<file path="src/rtl/mole_position.sv">
// -----------------------------------------------------------------------------
// mole_position
//
// Pseudo-random hole selector for the whack-a-mole game. Holds the index of
// the hole the mole currently occupies and, on every rising edge of the move
// request, jumps to a new pseudo-random hole that always differs from the
// current one.
//
// A 16-bit Fibonacci LFSR (x^16+x^14+x^13+x^11+1) free-runs on every
// non-reset clock; its low three bits are folded into 0..NUM_HOLES-1 to form
// the candidate hole.
//
// Parameters
//   NUM_HOLES  number of valid holes, 4..8
//   LFSR_SEED  LFSR reset value (all-zero is replaced by 16'h0001)
//
// Ports
//   i_clk              system clock, rising edge
//   i_rst              synchronous active-high reset
//   i_change_position  move request (level, edge-detected internally)
//   o_mole_position    current hole index, registered
//   o_moved            one-cycle strobe following a position update
// -----------------------------------------------------------------------------
module mole_position #(
   parameter int          NUM_HOLES = 8,
   parameter logic [15:0] LFSR_SEED = 16'hACE1
) (
   input  logic       i_clk,
   input  logic       i_rst,
   input  logic       i_change_position,
   output logic [2:0] o_mole_position,
   output logic       o_moved
);

   // An all-zero LFSR would lock up, so a zero seed is replaced by 1.
   localparam logic [15:0] SEED = (LFSR_SEED == 16'h0000) ? 16'h0001 : LFSR_SEED;
   localparam logic [3:0]  NH   = 4'(NUM_HOLES);

   logic [15:0] lfsr_q, lfsr_d;
   logic        change_q;
   logic [2:0]  pos_q, pos_d;
   logic        moved_q, moved_d;
   logic        req;
   logic        fb;
   logic [2:0]  cand;

   // Fold a 3-bit raw value into 0..NUM_HOLES-1 and bump it past the current
   // hole. With NUM_HOLES >= 4 a single subtraction is enough for raw <= 7.
   function automatic logic [2:0] pick_hole(input logic [2:0] raw,
                                            input logic [2:0] cur);
      logic [3:0] c;
      c = {1'b0, raw};
      if (c >= NH) begin
         c = c - NH;
      end
      if (c[2:0] == cur) begin
         c = ((c + 4'd1) == NH) ? 4'd0 : (c + 4'd1);
      end
      return c[2:0];
   endfunction

   assign fb   = lfsr_q[15] ^ lfsr_q[13] ^ lfsr_q[12] ^ lfsr_q[10];
   assign req  = i_change_position & ~change_q;
   assign cand = pick_hole(lfsr_q[2:0], pos_q);

   always_comb begin
      lfsr_d  = {lfsr_q[14:0], fb};
      pos_d   = pos_q;
      moved_d = 1'b0;
      if (req) begin
         pos_d   = cand;
         moved_d = 1'b1;
      end
   end

   // Reset wins over a coincident request, so the sequence restarts cleanly.
   always_ff @(posedge i_clk) begin
      if (i_rst) begin
         lfsr_q   <= SEED;
         change_q <= 1'b0;
         pos_q    <= 3'd0;
         moved_q  <= 1'b0;
      end else begin
         lfsr_q   <= lfsr_d;
         change_q <= i_change_position;
         pos_q    <= pos_d;
         moved_q  <= moved_d;
      end
   end

   assign o_mole_position = pos_q;
   assign o_moved         = moved_q;

endmodule

</file>
<file path="config.mk">
export PLATFORM = sky130hd
export DESIGN_NAME = mole_position
export DESIGN_NICKNAME = d
export VERILOG_FILES = /design/src/rtl/mole_position.sv
export SDC_FILE = /design/constraint.sdc
export NUM_CORES = 1
export LEC_CHECK = 0
export CAP_MARGIN = 20
export CORE_AREA = 2 2 39 41
export CTS_CLUSTER_DIAMETER = 60
export DETAILED_ROUTE_END_ITERATION = 6
export DIE_AREA = 0 0 41 43
export GPL_ROUTABILITY_DRIVEN = 0
export MAX_ROUTING_LAYER = met4
export PLACE_DENSITY = 0.75
export SLEW_MARGIN = 20
export SYNTH_ARGS = -nofsm -noshare
export SYNTH_HDL_FRONTEND = slang
export SYNTH_SLANG_ARGS = --single-unit
</file>
<file path="constraint.sdc">
create_clock -name i_clk -period 3.91 [get_ports i_clk]
set_input_delay 1.173 -clock i_clk [delete_from_list [all_inputs] [get_ports i_clk]]
set_output_delay 1.173 -clock i_clk [all_outputs]
set_load 0.05 [all_outputs]
</file>
Word-level counts from Yosys, hierarchy flattened
Cells that the tools add are included.

cells by class
  bitwise gates (word level) = 5
  add/subtract/negate cells = 1
  mux-type cells = 3
  eq/ne operators = 2

operators by type and width
  cell                                                            number
  3-bit 2-to-1 mux                                                2
  3-bit by 1-bit adder with 4-bit output (second input constant)  1
  4-bit == test (second input constant)                           1
  3-bit == test                                                   1
  1-bit XOR                                                       3
  1-bit bitwise AND                                               1
  1-bit 2-to-1 mux                                                1
  1-bit NOT                                                       1

storage, ports and cells
  input bits = 3
  output and inout port bits = 4
  bits in registers = 21
  logic and storage cells = 15

Logic depth before layout (Yosys ltp)
  word-level depth = 4
  depth in mapped cells = 4
  depth with buffers taken out = 4

Worst setup path before layout
Ideal clock, no wire load.

  path kind = input -> register
  from = in i_change_position
  to = reg pos_q[2], in the netlist o_mole_position[2]
  stages = 3
  library setup time = 74 ps
  arrival = 2016 ps
  setup slack = 1819 ps
  buffers on the path = 0
  required time = 3836 ps
  path through = or3b_1 > or4_1 > a31oi_1

on the way
  longest elaborated chain between the ends = 1

ends and longest elaborated chain
  element               line  text
  from (decl)           30    input logic i_change_position,
  1-bit bitwise AND     63    assign req = i_change_position & ~change_q;
  to (signal assigned)  86    pos_q <= pos_d;
  to (decl)             41    logic [2:0] pos_q, pos_d;

Every way passes these cells.
A chain may end at the register's enable or synchronous reset.

Worst setup path after layout
  from = reg pos_q[2], in the netlist o_mole_position[2]
  to = out o_mole_position[2]

RTL lines
  element    line  text
  to (decl)  31    output logic [2:0] o_mole_position,

No word-level cell between the ends.

==> impl_metrics.env <==
export IMPL_status="completed"
export IMPL_dieArea_um2=1763
export IMPL_utilization=0.5958
export IMPL_worstSetupStartpointType="register"
export IMPL_slowest_stage="clkdlybuf4s50_1"
export IMPL_regArea_um2=420.4
export IMPL_crit_required_ps=2740
export IMPL_ys_types=18
export IMPL_hold_class="reg2reg"
export IMPL_place_area_um2=797.0
export IMPL_routed_wl_um=962
export IMPL_synth_area_leaders="dfxtp_1 (58%), nor2b_1 (8.6%), or2_2 (6.0%)"
export IMPL_max_slew_margin_rel=0.5738
export IMPL_crit_path_end_kind="primary output"
export IMPL_reg2reg_depth=3
export IMPL_diodes=0
export IMPL_synth_top_area_cell="dfxtp_1"
export IMPL_ys_flop_type="dfxtp_1"
export IMPL_die_w_um=41
export IMPL_grt_start_max_net_pins=22
export IMPL_cts_root_buf="clkbuf_4"
export IMPL_p_clk_frac=0.249
export IMPL_synth_area_um2=724.4
export IMPL_min_period_over_period=0.6879
export IMPL_vias_per_cell=5.080
export IMPL_floorplan_rows=14
export IMPL_grt_ovfl_total=0
export IMPL_ys_ff_latch=21
export IMPL_rr_endpoint="o_mole_position[0]$_SDFFE_PP0P_"
export IMPL_drv_cap=0
export IMPL_worst_pin_slew_ps=637.3
export IMPL_synth_fp_nets=68
export IMPL_drt_iter0_markers=4
export IMPL_firstDrtPassIters=2
export IMPL_ant_nets=0
export IMPL_io_pins=7
export IMPL_yosys_warnings=0
export IMPL_slew_viol_final=0
export IMPL_initial_core_util=0.5235
export IMPL_synth_commonest_cells="dfxtp_1 (21), nor2b_1 (10), or2_2 (7)"
export IMPL_final_setup_worst_slack_ps=1220
export IMPL_fin_area_um2=824.5
export IMPL_p_sw_uw=109.3
export IMPL_die_height_um=43
export IMPL_wl_per_cell_um=10.93
export IMPL_hold_buffers=0
export IMPL_hp_start="lfsr_q[6]$_SDFF_PP1_"
export IMPL_place_ws_ps=1246
export IMPL_cts_tree="yes"
export IMPL_antenna_found_initial=0
export IMPL_ctsResizeCount=0
export IMPL_grt_pass1_wl_um=1835
export IMPL_skew_ps=1.729
export IMPL_swShare=0.2698
export IMPL_vdd_ir_drop_worst_v=0.0002599
export IMPL_synth_edf_count=0
export IMPL_num_fill_cells=123
export IMPL_cp_max_fo=4
export IMPL_clk_pin_slew_worst_paths_ps=110
export IMPL_rrSetupSlack_ps=2430
export IMPL_cts_max_level=1
export IMPL_cellLeakagePower_uw=0.0003226
export IMPL_async_flop_share=0
export IMPL_p_int_uw=295.7
export IMPL_p_per_area_nw_per_um2=491.1
export IMPL_critPathTopFamily="buffers and inverters"
export IMPL_critPathArrivalTime_ps=1520
export IMPL_critPathBufInv=1
export IMPL_r2r_start="lfsr_q[0]$_SDFF_PP1_"
export IMPL_worstHoldEndpoint="lfsr_q[7]$_SDFF_PP1_"
export IMPL_crit_chain="clkdlybuf4s50_1"
export IMPL_insertion_delay_ps=300
export IMPL_via_count=447
export IMPL_synth_cells=64
export IMPL_crit_type="reg2out"
export IMPL_ys_seq_area_frac=0.5803
export IMPL_cts_sinks=21
export IMPL_pwr_share_seq=0.593
export IMPL_multi_input_area_um2=292.8
export IMPL_setup_viol=0
export IMPL_yosysMostFrequentCell="dfxtp_1"
export IMPL_io_buffers=6
export IMPL_crit_path_max_incr_delay_ps=820
export IMPL_grt_usage=0.1590
export IMPL_syn_to_final_growth_pct=13.82
export IMPL_rsz0062_at_grt="false"
export IMPL_drc=0
export IMPL_avgSynthCellArea_um2=11.32
export IMPL_nNetsFinal=77
export IMPL_holdPathStages=1
export IMPL_cts_buffer_depth=2
export IMPL_synth_top_area_share=0.5803
export IMPL_hold_viol=0
export IMPL_fin_tns_setup_ps=0
export IMPL_post_cts_buffers=0
export IMPL_cts_made_buffers=3
export IMPL_final_layout_size_suffix_gt1_frac=0.1806
export IMPL_fmax_mhz=371.8
export IMPL_period_needed_ps=2690
export IMPL_power_frac_comb=0.157
export IMPL_design_core_area_um2=1384
export IMPL_grt_pass1_vias=418
[registers in the layout, indices dropped and copies added, names as in the netlist]
name and cells:
o_moved 1, change_q 1, lfsr_q 16, o_mole_position 3
[worst register-to-register path, cell delays in order, from the launching register on]
cell	delay, ps
dfxtp_1	430
xor2_1	170
or4_1	540
a311oi_2	260
[per-layer routing]
layer	share of wire	wire length [µm]	up-vias	track usage
li1	-	-	231	-
met1	0.52	503	205	0.2237
met2	0.42	405	7	0.2031
met3	0.028	27	4	0.03141
met4	0.027	26	0	0.1000
met5	0	0	-	-
[how the worst max path moves through the flow]
stage	startpoint	to	slack, ps	cells past startpoint
4_1_cts	o_mole_position[2]$_SDFFE_PP0P_	o_mole_position[2]	1210	1
5_1_grt	o_mole_position[2]$_SDFFE_PP0P_	o_mole_position[2]	1160	1
3_5_place_dp	i_change_position	o_mole_position[2]$_SDFFE_PP0P_	1250	4
6_report	o_mole_position[2]$_SDFFE_PP0P_	o_mole_position[2]	1220	1
2_1_floorplan	i_change_position	o_mole_position[2]$_SDFFE_PP0P_	1820	3
3_3_place_gp	i_change_position	o_mole_position[2]$_SDFFE_PP0P_	1290	4
[final cells by class]
cell class / count / area share
tap: 16 / 0.02428
multi-input combinational: 40 / 0.3551
clock buffer: 3 / 0.02731
inverter: 1 / 0.004552
clock inverter: 1 / 0.006070
timing repair buffer: 6 / 0.07284
sequential: 21 / 0.5099
[metrics by stage]
stage	power, µW	std cells	hold slack [ps]
finish	404.9	88	419.6
global route	427.8	88	433.2
CTS	409.9	88	423.9
detailed placement	309.4	84	395.8
global placement	308.5	84	393.7
floorplan	292.5	64	389.5
[kinds of logic (layout without fill, tap and decap cells)]
family / Yosys count / count (layout) / synth area share
DFF: 21 / 21 / 0.5803
and+or+nand+nor: 27 / 27 / 0.2314
adders and majority gates: 1 / 1 / 0.01727
buffers and inverters: 3 / 11 / 0.01554
xor gates and xnor gates: 6 / 6 / 0.07254
AOI/OAI and AO/OA: 6 / 6 / 0.08290
[cells in the final DEF (no fill, tap or decap), drive strengths merged]
cell type	netlist	routed
xor2	5	5
nor2b	10	10
clkbuf	2	3
a311oi	2	2
clkinv	0	1
nand2b	2	2
nand2	1	1
or3b	1	1
inv	1	1
nor2	3	3
a31oi	1	1
o31ai	2	2
dfxtp	21	21
or2	7	7
or4b	1	1
or4	2	2
clkdlybuf4s50	0	6
xnor2	1	1
ha	1	1
o311ai	1	1
[power groups by stage]
stage | Sequential, µW | Clock, µW | Combinational, µW
6_report | 240 | 101 | 63.8
5_1_grt | 243 | 111 | 73.7
4_1_cts | 241 | 105 | 64.6
3_5_place_dp | 245 | 0 | 64.0
3_3_place_gp | 245 | 0 | 63.7
2_1_floorplan | 255 | 0 | 37.9
(Power assumes the default switching activity.)
